<file path="config.mk">
export PLATFORM = sky130hd
export DESIGN_NAME = emin_sched
export DESIGN_NICKNAME = d
export VERILOG_FILES = /design/src/rtl/emin_pkg.sv /design/src/rtl/t_port_arb.sv /design/src/rtl/emin_sched.sv
export SDC_FILE = /design/constraint.sdc
export NUM_CORES = 1
export LEC_CHECK = 0
export CAP_MARGIN = 20
export CORE_AREA = 8 8 157 159
export CTS_BUF_LIST = sky130_fd_sc_hd__clkbuf_4
export DETAILED_ROUTE_END_ITERATION = 8
export DIE_AREA = 0 0 165 167
export GPL_ROUTABILITY_DRIVEN = 0
export HOLD_SLACK_MARGIN = 0.1
export PLACE_DENSITY = 0.58
export SETUP_SLACK_MARGIN = 0.15
export SLEW_MARGIN = 40
export SYNTH_ARGS = -nofsm -noshare
export SYNTH_HDL_FRONTEND = slang
export SYNTH_SLANG_ARGS = --single-unit
</file>
<file path="constraint.sdc">
create_clock -name clk_in -period 3.86 [get_ports clk_in]
set_clock_uncertainty 0.15 [all_clocks]
set_input_delay 0.772 -clock clk_in [delete_from_list [all_inputs] [get_ports clk_in]]
set_output_delay 0.772 -clock clk_in [all_outputs]
set_load 0.05 [all_outputs]
</file>
<file path="src/rtl/emin_pkg.sv">
// Shared types for the Emin engine and its sequencer.
package emin_pkg;

    localparam int unsigned EminBitWidth = 32;
    localparam int unsigned EminNuValues = 3;

    // Index width for a row/column count of n; at least one bit.
    function automatic int unsigned idx_width(input int unsigned n);
        return (n > 1) ? $clog2(n) : 1;
    endfunction

    typedef enum logic [2:0] {
        StIdle,
        StLaunch,
        StRun,
        StNext,
        StFin
    } emin_sched_state_t;

    typedef logic [EminNuValues-1:0][EminBitWidth-1:0] t_vec_t;

endpackage

</file>
<file path="src/rtl/t_port_arb.sv">
// T BRAM read-port arbiter: engine owns the port while a row is active, host otherwise.
module t_port_arb #(
    parameter int unsigned IW        = 8,
    parameter int unsigned T_LATENCY = 2
) (
    input  logic          clk_i,
    input  logic          rst_ni,
    input  logic          eng_owns_i,
    input  logic [IW-1:0] eng_treq_i,
    input  logic [IW-1:0] host_treq_i,
    input  logic          host_treq_valid_i,
    output logic          host_grant_o,
    output logic [IW-1:0] t_addr_o,
    output logic          host_tresp_valid_o
);

    logic [T_LATENCY-1:0] pipe_q, pipe_d;

    always_comb begin
        host_grant_o = !eng_owns_i && host_treq_valid_i;
        t_addr_o     = eng_owns_i ? eng_treq_i : host_treq_i;
        // Shift the grant in at bit 0; the top bit is the data-valid for the host.
        pipe_d       = T_LATENCY'({pipe_q, host_grant_o});
    end

    always_ff @(posedge clk_i) begin
        if (!rst_ni) begin
            pipe_q <= '0;
        end else begin
            pipe_q <= pipe_d;
        end
    end

    assign host_tresp_valid_o = pipe_q[T_LATENCY-1];

endmodule

</file>
<file path="src/rtl/emin_sched.sv">
// Row sequencer for the Emin engine: launches rows, validates result beats,
// forwards them as Emin buffer writes and shares the T read port with the host.
module emin_sched import emin_pkg::*; #(
    parameter  int unsigned BIT_WIDTH = 32,
    parameter  int unsigned I         = 160,
    parameter  int unsigned NU_VALUES = 3,
    parameter  int unsigned T_LATENCY = 2,
    localparam int unsigned IW        = idx_width(I)
) (
    input  logic                                clk_in,
    input  logic                                rst_in,
    input  logic                                start_in,
    output logic                                busy_out,
    output logic                                done_out,
    output logic                                err_out,
    output logic [IW-1:0]                       eng_i_out,
    output logic                                eng_valid_out,
    input  logic [IW-1:0]                       eng_treq_in,
    input  logic [IW-1:0]                       eng_j_in,
    input  logic [BIT_WIDTH-1:0]                eng_data_in,
    input  logic                                eng_valid_in,
    input  logic [IW-1:0]                       host_treq_in,
    input  logic                                host_treq_valid_in,
    output logic                                host_grant_out,
    output logic [IW-1:0]                       t_addr_out,
    input  logic [NU_VALUES-1:0][BIT_WIDTH-1:0] t_resp_in,
    output logic [NU_VALUES-1:0][BIT_WIDTH-1:0] eng_tresp_out,
    output logic [NU_VALUES-1:0][BIT_WIDTH-1:0] host_tresp_out,
    output logic                                host_tresp_valid_out,
    output logic                                wr_en_out,
    output logic [IW-1:0]                       wr_row_out,
    output logic [IW-1:0]                       wr_col_out,
    output logic [BIT_WIDTH-1:0]                wr_data_out
);

    emin_sched_state_t state_q, state_d;
    logic [IW-1:0]     i_q, i_d;
    logic [IW-1:0]     beat_q, beat_d;
    logic              err_q, err_d;
    logic              busy_q, busy_d;
    logic              eng_valid_q, done_q;
    logic              wr_en_q;
    logic [IW-1:0]     wr_row_q, wr_col_q;
    logic [BIT_WIDTH-1:0] wr_data_q;
    logic              beat_accept;
    logic              eng_owns;

    assign beat_accept = (state_q == StRun) && eng_valid_in;
    assign eng_owns    = (state_q == StLaunch) || (state_q == StRun);

    always_comb begin
        state_d = state_q;
        i_d     = i_q;
        beat_d  = beat_q;
        err_d   = err_q;
        busy_d  = busy_q;
        unique case (state_q)
            StIdle: begin
                if (start_in) begin
                    i_d     = IW'(1);
                    beat_d  = '0;
                    err_d   = 1'b0;
                    busy_d  = 1'b1;
                    state_d = StLaunch;
                end
            end
            StLaunch: state_d = StRun;
            StRun: begin
                if (eng_valid_in) begin
                    if (eng_j_in != beat_q) begin
                        err_d = 1'b1;
                    end
                    beat_d = beat_q + 1'b1;
                    // Row i carries exactly i beats.
                    if (beat_d == i_q) begin
                        state_d = StNext;
                    end
                end
            end
            StNext: begin
                if (i_q == IW'(I - 1)) begin
                    state_d = StFin;
                end else begin
                    i_d     = i_q + 1'b1;
                    beat_d  = '0;
                    state_d = StLaunch;
                end
            end
            StFin: begin
                busy_d  = 1'b0;
                state_d = StIdle;
            end
            default: state_d = StIdle;
        endcase
    end

    always_ff @(posedge clk_in) begin
        if (!rst_in) begin
            state_q     <= StIdle;
            i_q         <= '0;
            beat_q      <= '0;
            err_q       <= 1'b0;
            busy_q      <= 1'b0;
            eng_valid_q <= 1'b0;
            done_q      <= 1'b0;
            wr_en_q     <= 1'b0;
            wr_row_q    <= '0;
            wr_col_q    <= '0;
            wr_data_q   <= '0;
        end else begin
            state_q     <= state_d;
            i_q         <= i_d;
            beat_q      <= beat_d;
            err_q       <= err_d;
            busy_q      <= busy_d;
            eng_valid_q <= (state_d == StLaunch);
            done_q      <= (state_d == StFin);
            wr_en_q     <= beat_accept;
            if (beat_accept) begin
                wr_row_q  <= i_q;
                wr_col_q  <= eng_j_in + 1'b1;
                wr_data_q <= eng_data_in;
            end
        end
    end

    t_port_arb #(
        .IW        (IW),
        .T_LATENCY (T_LATENCY)
    ) u_t_port_arb (
        .clk_i              (clk_in),
        .rst_ni             (rst_in),
        .eng_owns_i         (eng_owns),
        .eng_treq_i         (eng_treq_in),
        .host_treq_i        (host_treq_in),
        .host_treq_valid_i  (host_treq_valid_in),
        .host_grant_o       (host_grant_out),
        .t_addr_o           (t_addr_out),
        .host_tresp_valid_o (host_tresp_valid_out)
    );

    assign busy_out       = busy_q;
    assign done_out       = done_q;
    assign err_out        = err_q;
    assign eng_i_out      = i_q;
    assign eng_valid_out  = eng_valid_q;
    assign wr_en_out      = wr_en_q;
    assign wr_row_out     = wr_row_q;
    assign wr_col_out     = wr_col_q;
    assign wr_data_out    = wr_data_q;
    assign eng_tresp_out  = t_resp_in;
    assign host_tresp_out = t_resp_in;

endmodule

</file>
; ---- After elaboration in Yosys (flattened, before gate mapping)
; Cells that the tools add are included.
[classes]
addsub = 3
eq_ne = 13
muxes = 19
reduce_logical = 13
[ops]
columns = op, n
row1 = $mux 8, 6
row2 = $add 8x1->8 const B, 3
row3 = $pmux 8 s3, 1
row4 = $pmux 8 s2, 1
row5 = $mux 3, 4
row6 = $pmux 3 s4, 1
row7 = $eq 8x8->1, 1
row8 = $eq 8x8->1 const B, 1
row9 = $ne 8x8->1, 1
row10 = $reduce_and 4->1, 2
row11 = $eq 3x1->1 const B, 2
row12 = $eq 3x2->1 const B, 2
row13 = $eq 3x3->1 const B, 2
row14 = $ne 2x2->1 const B, 3
row15 = $reduce_bool 2->1, 3
row16 = $mux 1, 4
row17 = $pmux 1 s2, 2
row18 = $logic_not 3->1, 1
row19 = $reduce_and 3->1, 1
row20 = $reduce_bool 3->1, 1
row21 = $logic_and 1x1->1, 2
row22 = $ne 2x1->1 const B, 1
row23 = $reduce_and 2->1, 1
row24 = $logic_not 1->1, 1
row25 = $logic_or 1x1->1, 1
[totals]
reg_bits = 74
wordCells = 60

; ---- Depth between registers and ports, before layout
[depth]
depth_word = 6
mapped_depth = 8
ltp_nobuf = 5

; ---- Cells and area by module
; A second synthesis with hierarchy kept.
[unflattened]
cells_unflattened = 581
area_unflattened_um2 = 4763.3
[by_module_without_submodules]
columns = mod, instances, cells_each, area_per_inst_um2, seq_area_each_um2
row1 = emin_sched, 1, 567, 4566.9, 1441.4
row2 = t_port_arb, 1, 14, 196.4, 40.0

; ---- Worst setup path before layout
; No wires, ideal clock.
[synth_path]
path_type = in2out
startpoint = input host_treq_valid_in
endpoint = output host_grant_out
arrival_time_ns = 1.499
required_time_ns = 2.938
slack_ns = 1.439
cell_stages = 1
path_buffers = 0
cell_sequence = nor2b_1
[synth_via]
elab_chain_len = 1
[synth_rtl]
columns = item, line
row1 = start: declaration, emin_sched.sv:23  ; input logic host_treq_valid_in,
row2 = $logic_and 1x1->1, t_port_arb.sv:20  ; host_grant_o = !eng_owns_i && host_treq_valid_i;
row3 = end: declaration, emin_sched.sv:24  ; output logic host_grant_out,
; No other way between the ends.

; ---- Final worst setup path
[layout_path]
startpoint = register state_q[0]
endpoint = output t_addr_out[3]
[layout_via]
elab_chain_len = 3
[layout_rtl]
columns = item, line
row1 = start: declaration, emin_sched.sv:36  ; emin_sched_state_t state_q, state_d;
row2 = start signal: assignment, emin_sched.sv:99  ; state_q <= StIdle;
row3 = start signal: assignment, emin_sched.sv:111  ; state_q <= state_d;
row4 = $eq 3x1->1 or $eq 3x2->1 (tied branches), emin_sched.sv:49  ; assign eng_owns = (state_q == StLaunch) || (state_q == StRun);
row5 = $logic_or 1x1->1 (*), emin_sched.sv:49
row6 = $mux 8 (*), t_port_arb.sv:21  ; t_addr_o = eng_owns_i ? eng_treq_i : host_treq_i;
row7 = end: declaration, emin_sched.sv:25  ; output logic [IW-1:0] t_addr_out,
; Mark *: on every way between the ends. The rest lies on a longest branch, timed or not.

==> flow_summary.json <==
{
  "outcome": "complete, no violations",
  "worst_setup_path_start_kind": "flip-flop",
  "grt_setup_unrepaired": "false",
  "numCtsBuffers": 9,
  "number_of_flip_flops_and_latches_in_the_synthesized_netlist": 74,
  "crit_chain": "xnor2_1 > nor2_4 > mux2_2 > clkdlybuf4s50_1",
  "grt_overflow_total": 0,
  "final_net_count": 673,
  "power.share.sequential": 0.477,
  "timing.critical_path.slowest_stage_cell": "clkdlybuf4s50_1",
  "design_power_total_w": 0.00171,
  "p_per_area_mw_per_mm2": 341,
  "clock_tree_from_tritoncts": "done",
  "grt_pass1_wl_um": 18900,
  "reported_net_switching_power_w": 0.000596,
  "dr.pass1.iters": 4,
  "synth.yosys.warnings": 0,
  "share_of_post_route_cells_with_drive_strength_above_1": 0.0811,
  "worstSetupEndpointType": "primary output",
  "critical_path.max_stage_delay_ns": 0.71,
  "worst_min_delay_path_category": "reg2reg",
  "final_common_cell": "clkdlybuf4s50_1",
  "cts.sinks": 74,
  "grt_pass1_vias": 3224,
  "hold_ws_ns": 0.298,
  "cts_buffer_depth": 2,
  "fin_setup_tns_ns": 0,
  "post_synth_xor_area_fraction": 0.0520,
  "setup.worst_path.class": "reg2out",
  "ys_dominant_reg_cell": "dfxtp_1",
  "synth_mux_area_frac": 0.0233,
  "critical_path_arrival_ns": 2.49,
  "layout.cells.non_filler": 804,
  "wl_um": 12600,
  "net_count_synth": 740,
  "max_clock_freq_mhz": 293,
  "power.static_leakage_nw": 1.67,
  "critPathMaxFanout": 9,
  "post_drt_via_cell_ratio": 4.11,
  "cts_root_buffer": "clkbuf_4",
  "global_route.usage.total": 0.0895,
  "cts.htree.levels": 3,
  "power.share.clock": 0.248,
  "top_level_ports": 420,
  "routed_wire_length_per_instance_um": 15.7,
  "synth.yosys.seq_area_share": 0.314,
  "synth_top_cell_area_share": 0.314,
  "postCtsSetupBuffers": 0,
  "number_of_antenna_violations_at_the_first_check_in_global_routing": 1,
  "pre_cts_slack_ns": 0.740,
  "synth_enable_flop_cells": 0,
  "cts_repair_resize_count": 0,
  "netlist.top_cell.by_area": "dfxtp_1",
  "ys_async_sr_fraction": 0,
  "synth_simple_gate_area_share": 0.154,
  "finalCritPeriodShare": 0.885,
  "std_cell_rows": 55,
  "power.internal_w": 0.00111,
  "fillerInstances": 2450,
  "largest_family_of_logic_cells_by_synthesized_area": "buffers and inverters",
  "io_buffer_count": 131,
  "clock_latency_ns": 0.44,
  "grt_max_degree": 34,
  "critPathRequiredTime_ns": 2.94,
  "timing_hold_violations_final": 0,
  "share_comb_of_total_power": 0.275,
  "post_synth.cell_area_avg_um2": 8.13,
  "timing.final.max_slew_violations": 0,
  "post_synth_inst_count": 580,
  "setup_viol": 0,
  "worst_slew_pin_slew_ns": 0.569,
  "vias": 3308,
  "floorplan.initialDensity": 0.212,
  "antenna_violating_nets_remaining": 0,
  "netlist-cell-type-count": 49,
  "mostFrequentLayoutCells": "131 x clkdlybuf4s50_1, 100 x nand2_1, 74 x dfxtp_1",
  "first_iter_violations": 221,
  "dieArea_mm2": 0.0276,
  "total_instance_count_after_detailed_placement": 787,
  "adder_and_majority_cell_fraction_of_the_synthesized_area": 0.00796,
  "die_x_um": 165,
  "maximum_capacitance_violations": 0,
  "die_y_um": 167,
  "setup_slack_ns": 0.444,
  "path_clk_slew_ns": 0.14,
  "remaining_drc_errors": 0,
  "timing.critical_path.buf_inv": 1,
  "detailed_place_hpwl_um": 9480,
  "synth-compound-area-share": 0.112,
  "core_area_mm2": 0.0222,
  "mappedNetlistArea_mm2": 0.00472,
  "vdd.ir_drop.worst_uv": 106,
  "ys_top_cells_by_area": "dfxtp_1 31%, buf_4 31%, nand2_1 8.0%",
  "power.switching_fraction": 0.348,
  "slew_headroom": 0.620,
  "min_period_ns": 3.42,
  "cts_hold_buf": 0,
  "timing.critical_path.max_delay_family": "buffers and inverters",
  "area.growth.synth_to_final_pct": 6.10
}
## registers in the layout, summed over array words and instances (netlist names)
name                 flops
beat_q                   8
busy_out                 1
done_out                 1
eng_i_out                8
eng_valid_out            1
err_out                  1
state_q                  3
u_t_port_arb.pipe_q      2
wr_col_out               8
wr_data_out             32
wr_en_out                1
wr_row_out               8
## path summary, 6_finish.rpt
| path | start | to | slack [ns] | depth (start not counted) |
|---|---|---|---|---|
| worst max register to register | state_q[1] | wr_col_out[5] | 1.77 | 5 |
| worst min-delay path | u_t_port_arb.pipe_q[0] | u_t_port_arb.pipe_q[1] | 0.30 | 1 |
| worst min register to register | u_t_port_arb.pipe_q[0] | u_t_port_arb.pipe_q[1] | 0.30 | 1 |
| worst max-delay path | state_q[0] | t_addr_out[3] | 0.44 | 4 |
## worst register-to-register path, cell delays in order, from the launching register on
cell	delay, ns
dfxtp_1	0.49
nor3b_4	0.37
and2_2	0.36
buf_4	0.36
nor2_1	0.07
a211oi_1	0.20
## cell type report
class	instances	area, um^2	share of cell area
well taps	285	357	0.0712
inverters	2	7.51	0.00150
repair buffers	141	1390	0.277
flip-flops and latches	74	1480	0.296
clock buffers	10	75.1	0.0150
diodes	1	2.50	0.000500
clock inverters	6	33.8	0.00675
multi-input cells	285	1660	0.332
## logic make-up (layout without fill, tap and decap cells)
kind of cell | count (synthesis) | in the layout
mux | 10 | 10
compound gates | 85 | 85
buf+inv | 221 | 159
xor+xnor | 28 | 28
simple gates | 159 | 159
flops | 74 | 74
other cells | 0 | 1
fa+ha+maj | 3 | 3
## synth_stat cells, types with 2 or more instances
| cell | count |
|---|---|
| mux2i_1 | 2 |
| or3_1 | 3 |
| inv_1 | 2 |
| buf_1 | 2 |
| a2111o_1 | 2 |
| clkbuf_1 | 13 |
| o2111ai_1 | 4 |
| o21ai_0 | 7 |
| ha_1 | 3 |
| nand2_1 | 100 |
| nand3b_1 | 2 |
| and3_1 | 3 |
| xnor2_1 | 13 |
| xor2_1 | 15 |
| o21a_1 | 2 |
| mux2_2 | 8 |
| buf_6 | 2 |
| nor3_1 | 5 |
| and2_1 | 3 |
| dfxtp_1 | 74 |
| nor4_1 | 2 |
| a311oi_1 | 2 |
| nor2_1 | 18 |
| a31oi_1 | 4 |
| nand3_1 | 9 |
| buf_4 | 195 |
| a21oi_1 | 47 |
| a211oi_1 | 9 |
| nor2b_1 | 2 |
| buf_2 | 7 |
| a221oi_1 | 2 |
## routing by layer
layer	GRT usage	wire (um)	up-vias
met5	0	0	-
met3	0.0365	1310	66
met1	0.102	5310	1473
li1	-	-	1586
met2	0.134	5490	183
met4	0.0588	535	0
## power by group through the flow
| stage | registers, W | clock network [W] | logic (W) |
|---|---|---|---|
| floorplan | 0.000914 | 0 | 0.000741 |
| global placement | 0.000833 | 0 | 0.000476 |
| detailed placement | 0.000834 | 0 | 0.000476 |
| CTS | 0.000817 | 0.000463 | 0.000477 |
| global route | 0.000822 | 0.000494 | 0.000501 |
| finish | 0.000816 | 0.000424 | 0.000469 |
## per-stage QoR
stage	utilization	area, um^2
CTS	0.225	5000
finish	0.225	5010
global placement	0.220	4890
floorplan	-	4720
detailed placement	0.220	4890
global route	0.225	5010
Note: power is estimated with default switching activity, not from simulation.
